<file path="config.mk">
export PLATFORM = sky130hd
export DESIGN_NAME = lsu
export DESIGN_NICKNAME = d
export VERILOG_FILES = /design/src/rtl/lsu_pkg.sv /design/src/rtl/lsu_load_extend.sv /design/src/rtl/lsu.sv
export SDC_FILE = /design/constraint.sdc
export NUM_CORES = 1
export LEC_CHECK = 0
export ABC_CLOCK_PERIOD_IN_PS = 1890
export CORE_AREA = 2 2 187 189
export CTS_CLUSTER_DIAMETER = 100
export DETAILED_ROUTE_END_ITERATION = 10
export DIE_AREA = 0 0 189 191
export HOLD_SLACK_MARGIN = 0.02
export PLACE_DENSITY = 0.7
export REMOVE_ABC_BUFFERS = 1
export SETUP_SLACK_MARGIN = 0.3
export SKIP_CTS_REPAIR_TIMING = 1
export SLEW_MARGIN = 5
export SYNTH_ARGS = -nofsm -noshare
export SYNTH_HDL_FRONTEND = slang
export SYNTH_HIERARCHICAL = 1
export SYNTH_SLANG_ARGS = --single-unit
export TNS_END_PERCENT = 10
</file>
<file path="constraint.sdc">
create_clock -name clock -period 1.89 [get_ports clock]
set_input_delay 0.189 -clock clock [delete_from_list [all_inputs] [get_ports clock]]
set_output_delay 0.189 -clock clock [all_outputs]
set_load 0.01 [all_outputs]
</file>
<file path="src/rtl/lsu_pkg.sv">
// Shared types and helpers for the load/store unit: access size decode,
// byte-enable generation and alignment test.
package lsu_pkg;

  localparam int LREG_W = 5;
  localparam int LS_SIZE_BYTE   = 0;
  localparam int LS_SIZE_HALF   = 1;
  localparam int LS_SIZE_WORD   = 2;
  localparam int LS_SIZE_DOUBLE = 3;

  typedef enum logic [1:0] {
    LSU_IDLE  = 2'd0,
    LSU_REQ   = 2'd1,
    LSU_WAIT  = 2'd2,
    LSU_DRAIN = 2'd3
  } lsu_state_e;

  typedef enum logic [1:0] {
    SZ_B = 2'd0,
    SZ_H = 2'd1,
    SZ_W = 2'd2,
    SZ_D = 2'd3
  } size_e;

  // Lowest set bit wins; an empty size vector falls back to byte.
  function automatic size_e decode_size(input logic [3:0] ls_size);
    if (ls_size[LS_SIZE_BYTE]) return SZ_B;
    else if (ls_size[LS_SIZE_HALF]) return SZ_H;
    else if (ls_size[LS_SIZE_WORD]) return SZ_W;
    else if (ls_size[LS_SIZE_DOUBLE]) return SZ_D;
    else return SZ_B;
  endfunction

  function automatic logic [7:0] byte_mask(input size_e sz, input logic [2:0] off);
    case (sz)
      SZ_B:    return 8'h01 << off;
      SZ_H:    return 8'h03 << off;
      SZ_W:    return 8'h0F << off;
      default: return 8'hFF;
    endcase
  endfunction

  function automatic logic is_misaligned(input size_e sz, input logic [2:0] off);
    case (sz)
      SZ_B:    return 1'b0;
      SZ_H:    return off[0];
      SZ_W:    return off[1:0] != 2'b00;
      default: return off != 3'b000;
    endcase
  endfunction

endpackage

</file>
<file path="src/rtl/lsu_load_extend.sv">
// Combinational load alignment: shifts the memory word down by the lane
// offset, truncates to the access size and sign- or zero-extends.
module load_extend
  import lsu_pkg::*;
#(
  parameter int DATA_WIDTH = 64
) (
  input  logic [DATA_WIDTH-1:0] rdata,
  input  logic [2:0]            offset,
  input  size_e                 size,
  input  logic                  is_unsigned,
  output logic [DATA_WIDTH-1:0] result
);

  logic [DATA_WIDTH-1:0] shifted;

  assign shifted = rdata >> {offset, 3'b000};

  always_comb begin
    result = shifted;
    case (size)
      SZ_B: result = {{(DATA_WIDTH-8){~is_unsigned & shifted[7]}}, shifted[7:0]};
      SZ_H: result = {{(DATA_WIDTH-16){~is_unsigned & shifted[15]}}, shifted[15:0]};
      SZ_W: result = {{(DATA_WIDTH-32){~is_unsigned & shifted[31]}}, shifted[31:0]};
      default: result = shifted;
    endcase
  end

endmodule

</file>
<file path="src/rtl/lsu.sv">
// Memory-stage load/store unit: one outstanding data-memory access at a time,
// flush-aware. Define LSU_MISALIGN_CHECK_EN to trap misaligned accesses.
module lsu
  import lsu_pkg::*;
#(
  parameter int DATA_WIDTH = 64
) (
  input  logic                  clock,
  input  logic                  reset_n,
  input  logic                  in_valid,
  output logic                  in_ready,
  input  logic                  is_load,
  input  logic                  is_store,
  input  logic [3:0]            ls_size,
  input  logic                  is_unsigned,
  input  logic [DATA_WIDTH-1:0] ls_address,
  input  logic [DATA_WIDTH-1:0] store_data,
  input  logic [LREG_W-1:0]     rd,
  input  logic                  flush,
  output logic                  mem_req_valid,
  input  logic                  mem_req_ready,
  output logic [DATA_WIDTH-1:0] mem_req_addr,
  output logic                  mem_req_wen,
  output logic [7:0]            mem_req_wmask,
  output logic [DATA_WIDTH-1:0] mem_req_wdata,
  input  logic                  mem_resp_valid,
  input  logic [DATA_WIDTH-1:0] mem_resp_rdata,
  output logic                  wb_valid,
  output logic [LREG_W-1:0]     wb_rd,
  output logic [DATA_WIDTH-1:0] wb_data,
  output logic                  misalign_valid,
  output logic [DATA_WIDTH-1:0] misalign_addr
);

  lsu_state_e            state_q, state_d;
  size_e                 size_q, size_d, in_sz;
  logic [2:0]            off_q, off_d, in_off;
  logic                  unsigned_q, unsigned_d;
  logic                  load_q, load_d;
  logic [LREG_W-1:0]     rd_q, rd_d;
  logic [DATA_WIDTH-1:0] req_addr_q, req_addr_d;
  logic                  wen_q, wen_d;
  logic [7:0]            wmask_q, wmask_d;
  logic [DATA_WIDTH-1:0] wdata_q, wdata_d;
  logic                  wb_valid_q, wb_valid_d;
  logic [LREG_W-1:0]     wb_rd_q, wb_rd_d;
  logic [DATA_WIDTH-1:0] wb_data_q, wb_data_d;
  logic [DATA_WIDTH-1:0] ext_data;
`ifdef LSU_MISALIGN_CHECK_EN
  logic                  mis_valid_q, mis_valid_d;
  logic [DATA_WIDTH-1:0] mis_addr_q, mis_addr_d;
`endif

  load_extend #(.DATA_WIDTH(DATA_WIDTH)) u_load_extend (
    .rdata       (mem_resp_rdata),
    .offset      (off_q),
    .size        (size_q),
    .is_unsigned (unsigned_q),
    .result      (ext_data)
  );

  always_comb begin
    state_d    = state_q;
    size_d     = size_q;
    off_d      = off_q;
    unsigned_d = unsigned_q;
    load_d     = load_q;
    rd_d       = rd_q;
    req_addr_d = req_addr_q;
    wen_d      = wen_q;
    wmask_d    = wmask_q;
    wdata_d    = wdata_q;
    wb_valid_d = 1'b0;
    wb_rd_d    = wb_rd_q;
    wb_data_d  = wb_data_q;
`ifdef LSU_MISALIGN_CHECK_EN
    mis_valid_d = 1'b0;
    mis_addr_d  = mis_addr_q;
`endif
    in_sz  = decode_size(ls_size);
    in_off = ls_address[2:0];

    case (state_q)
      LSU_IDLE: begin
        if (in_valid) begin
          size_d     = in_sz;
          off_d      = in_off;
          unsigned_d = is_unsigned;
          load_d     = is_load;
          rd_d       = rd;
          req_addr_d = {ls_address[DATA_WIDTH-1:3], 3'b000};
          wen_d      = is_store;
          wmask_d    = byte_mask(in_sz, in_off);
          wdata_d    = store_data << {in_off, 3'b000};
          state_d    = LSU_REQ;
`ifdef LSU_MISALIGN_CHECK_EN
          if (is_misaligned(in_sz, in_off)) begin
            state_d     = LSU_IDLE;
            mis_valid_d = 1'b1;
            mis_addr_d  = ls_address;
          end
`endif
        end
      end
      LSU_REQ: begin
        if (flush) state_d = LSU_IDLE;
        else if (mem_req_ready) state_d = LSU_WAIT;
      end
      LSU_WAIT: begin
        // A flush arriving with the response still kills the writeback.
        if (mem_resp_valid) begin
          state_d = LSU_IDLE;
          if (load_q && !flush) begin
            wb_valid_d = 1'b1;
            wb_rd_d    = rd_q;
            wb_data_d  = ext_data;
          end
        end else if (flush) begin
          state_d = LSU_DRAIN;
        end
      end
      LSU_DRAIN: begin
        if (mem_resp_valid) state_d = LSU_IDLE;
      end
      default: state_d = LSU_IDLE;
    endcase
  end

  always_ff @(posedge clock) begin
    if (!reset_n) begin
      state_q    <= LSU_IDLE;
      size_q     <= SZ_B;
      off_q      <= '0;
      unsigned_q <= 1'b0;
      load_q     <= 1'b0;
      rd_q       <= '0;
      req_addr_q <= '0;
      wen_q      <= 1'b0;
      wmask_q    <= '0;
      wdata_q    <= '0;
      wb_valid_q <= 1'b0;
      wb_rd_q    <= '0;
      wb_data_q  <= '0;
`ifdef LSU_MISALIGN_CHECK_EN
      mis_valid_q <= 1'b0;
      mis_addr_q  <= '0;
`endif
    end else begin
      state_q    <= state_d;
      size_q     <= size_d;
      off_q      <= off_d;
      unsigned_q <= unsigned_d;
      load_q     <= load_d;
      rd_q       <= rd_d;
      req_addr_q <= req_addr_d;
      wen_q      <= wen_d;
      wmask_q    <= wmask_d;
      wdata_q    <= wdata_d;
      wb_valid_q <= wb_valid_d;
      wb_rd_q    <= wb_rd_d;
      wb_data_q  <= wb_data_d;
`ifdef LSU_MISALIGN_CHECK_EN
      mis_valid_q <= mis_valid_d;
      mis_addr_q  <= mis_addr_d;
`endif
    end
  end

  assign in_ready      = (state_q == LSU_IDLE);
  assign mem_req_valid = (state_q == LSU_REQ);
  assign mem_req_addr  = req_addr_q;
  assign mem_req_wen   = wen_q;
  assign mem_req_wmask = wmask_q;
  assign mem_req_wdata = wdata_q;
  assign wb_valid      = wb_valid_q;
  assign wb_rd         = wb_rd_q;
  assign wb_data       = wb_data_q;
`ifdef LSU_MISALIGN_CHECK_EN
  assign misalign_valid = mis_valid_q;
  assign misalign_addr  = mis_addr_q;
`else
  assign misalign_valid = 1'b0;
  assign misalign_addr  = '0;
`endif

endmodule

</file>
==> run_results.csv <==
group,metric,value,unit
outcome,status,"finished clean",
yosys,synth_async_sr_flop_share,0,%
run,cap_violations,0,
yosys,postSynthCellCount,1475,
place,dp.cells,2305,
yosys,synth-seq-cells,218,
floorplanning,start_util,37.1,%
power,leakage,7.01,nW
floorplanning,core.rowCount,68,
route,vias,12862,
place,port_buffers,415,
yosys,ys.flop_type,"dfxtp_1",
critical_path,cp_top_family,"buffers and inverters",
floorplanning,die_h,191,µm
critical_path,crit_fanout,9,
timing,rsz0062_at_grt,"true",
yosys,yosysWarningCount,6,
timing,fmax,545,MHz
critical_path,critPathBufInv,1,
critical_path,r2r_cells,7,
place,gp_congestion,0.928,
route,dr.pass1.iters,6,
cts,path_clk_slew,0.05,ns
finish,area_growth,49.0,%
grt,antenna_found_initial,0,
grt,first_global_vias,12088,
grt,grt_usage,23.8,%
timing,clock_skew,0.0116,ns
yosys,synth.distinct_cells,58,
route,drtAntennaViolNets,0,
timing,fin_crit_sh,97.2,%
floorplanning,dieWidth,189,µm
cts,htree_levels,1,
timing,finalMaxSlewViolations,0,
critical_path,critPathRequiredTime,1.70,ns
critical_path,r2r_slack,0.06,ns
timing,fin_tns_setup,0,ns
grt,grt_remaining_overflow,0,
yosys,syn-mean-instance-area,8.59,µm²
route,via_per_inst,5.40,
critical_path,cp-start-kind,"flip-flop",
timing,worst_slew_margin_rel,62.5,%
grt,grt_pass1_wl,68.5,mm
cts,cts_buffer_depth,3,
grt,grt_max_degree,79,
cts,cts_root_buffer,"clkbuf_16",
critical_path,timing.rr.start,"off_q[0]",
critical_path,crit_path_end_kind,"primary output",
finish,num_antenna_cells,0,
cts,insertion_delay,0.53,ns
critical_path,slowest_stage,"clkdlybuf4s50_1",
timing,timing.final.crit_period,1.84,ns
power,total_power,13.2,mW
min_path,min_path_type,"input pin to flip-flop",
cts,clock_sinks,218,
cts,cts_tree,"built",
critical_path,regToRegEndpoint,"wb_data[28]",
critical_path,slowest_delay,0.56,ns
min_path,hold_depth,2,
critical_path,cp.arrival,1.65,ns
place,hpwlAfterDp,33.1,mm
power,powerDensity,697,nW/µm²
floorplanning,die-area,36100,µm²
floorplanning,io_pins,484,
floorplanning,core_area,34100,µm²
power,peakVddDrop,0.000652,V
route,initialDrtViolationCount,920,
timing,hold_ws,0.102,ns
finish,layout-drive-gt1-share,13.9,%
finish,final_cells,2382,
min_path,min_to,"state_q[0]",
finish,nets,2120,
route,drc,0,
yosys,synth_edf_count,0,
timing,tightest_slew,0.562,ns
critical_path,path_cells,"nor2_1 -> clkdlybuf4s50_1",
yosys,syn_area,12700,µm²
timing,hold_viol,0,
min_path,hold_start,"reset_n",
route,wl_per_cell,20.4,µm
critical_path,critPathKind,"flip-flop to primary output",
finish,num-fill-cells,3054,
timing,setup_viol,0,
route,drt-total-wl,48.6,mm
cts,numCtsBuffers,26,
yosys,synth_seq_area_share,34.4,%
final cells by class:
type	instances	area (µm²)	area share [%]
Clock buffer	42	812	4.30
Inverter	5	18.8	0.0994
Clock inverter	4	20.0	0.106
Tap cell	455	569	3.02
Multi-Input combinational cell	1114	7430	39.3
Timing Repair Buffer	544	5660	30.0
Sequential cell	218	4380	23.2
worst register-to-register path, cell delays in order (launching register included):
cell and delay (ns):
dfxtp_4 0.40, buf_12 0.12, buf_12 0.17, mux4_2 0.56, a22oi_1 0.20, nand3_1 0.13
nand2_1 0.07, a21boi_0 0.07
metrics by stage:
stage	setup WS (ns)	utilization, %	instance area [µm²]
finish	0.0536	55.3	18900
global route	-0.0438	55.3	18900
detailed placement	-0.157	51.0	17400
global placement	-0.147	51.0	17400
floorplan	-5.91	-	11700
CTS	-0.0838	53.4	18200
kinds of logic after synthesis:
| group | after synthesis | share of synthesized area (%) |
|---|---|---|
| AND/OR/NAND/NOR | 515 | 18.0 |
| AO/OA/AOI/OAI | 374 | 20.9 |
| flip-flops | 218 | 34.4 |
| buffers and inverters | 210 | 10.1 |
| multiplexers | 156 | 16.4 |
| adder cells (fa/ha/maj) | 1 | 0.0987 |
| other | 1 | 0.0296 |
power by group:
group,total (mW),switching (mW),internal [mW]
clock,4.89,1.98,2.91
combinational,3.34,1.60,1.74
sequential,4.93,0.133,4.80
registers in the layout, indices dropped and copies added (netlist names):
register / cells
wb_rd: 5
mem_req_addr: 61
size_q: 2
wb_data: 64
wb_valid: 1
mem_req_wmask: 8
mem_req_wdata: 64
mem_req_wen: 1
state_q: 2
rd_q: 5
unsigned_q: 1
load_q: 1
off_q: 3
layer usage:
metal | wire length, µm | vias up | track usage, %
li1 | - | 5923 | -
met1 | 18300 | 6103 | 29.2
met2 | 22900 | 690 | 40.5
met3 | 5240 | 146 | 6.65
met4 | 2070 | 0 | 7.33
met5 | 0 | - | 0
cells in the final DEF, fill, tap and decap left out, types with 5 or more instances in the layout:
master             n
a21oi_1           39
buf_12            25
a21boi_1          37
mux4_2            40
conb_1            68
dfxtp_1          214
nand2_1          351
mux2i_1          102
o2111ai_2         13
clkbuf_16         37
nor3_1             9
clkbuf_8           8
buf_4             86
mux2_2            12
a21boi_0         114
o21ai_0           65
o21a_1            10
a32oi_1            5
a22oi_1           29
clkbuf_1           7
buf_6              7
a31oi_1            6
nand2b_1          10
inv_1              5
nand3_1           12
clkdlybuf4s50_1  410
nor2_1            30
nand4_1           27
o2bb2ai_1         13
o211ai_1          11
nor2b_1           43
nand3b_1           9
cells in the mapped netlist (4+ instances only):
cell type	instances	share of area, %
nor3b_1	5	0.30
a31oi_1	6	0.30
buf_1	4	0.12
nor2b_1	45	2.2
buf_2	54	2.1
dfxtp_1	218	34
nor3_1	9	0.36
a22oi_1	30	1.8
o21a_1	10	0.59
o21ai_0	67	2.6
nor2_1	31	0.92
a32oi_1	5	0.35
nand2b_1	10	0.49
mux4_2	40	7.1
nand2_1	351	10
clkbuf_1	47	1.4
o211ai_1	11	0.65
mux2i_1	103	8.1
a211o_1	4	0.28
a221o_1	4	0.32
inv_1	5	0.15
a21boi_0	150	8.9
nand4_1	27	1.3
o2bb2ai_1	14	0.97
and2_1	4	0.20
nand3b_1	9	0.53
nand3_1	13	0.51
mux2_2	13	1.2
buf_4	87	5.2
buf_6	12	1.1
a21oi_1	41	1.6
o2111ai_1	14	0.97
worst max path at each step:
stage | start | end | slack, ns | cells after the start
6_report | state_q[1] | in_ready | 0.05 | 2
5_1_grt | off_q[1] | wb_data[14] | -0.04 | 9
3_3_place_gp | ls_size[2] | mem_req_wmask[6] | -0.15 | 8
3_5_place_dp | ls_size[3] | mem_req_wmask[7] | -0.16 | 9
2_1_floorplan | state_q[1] | mem_req_wdata[40] | -5.91 | 4
4_1_cts | state_q[0] | mem_req_valid | -0.08 | 2
Power figures use the tool's default switching activity.
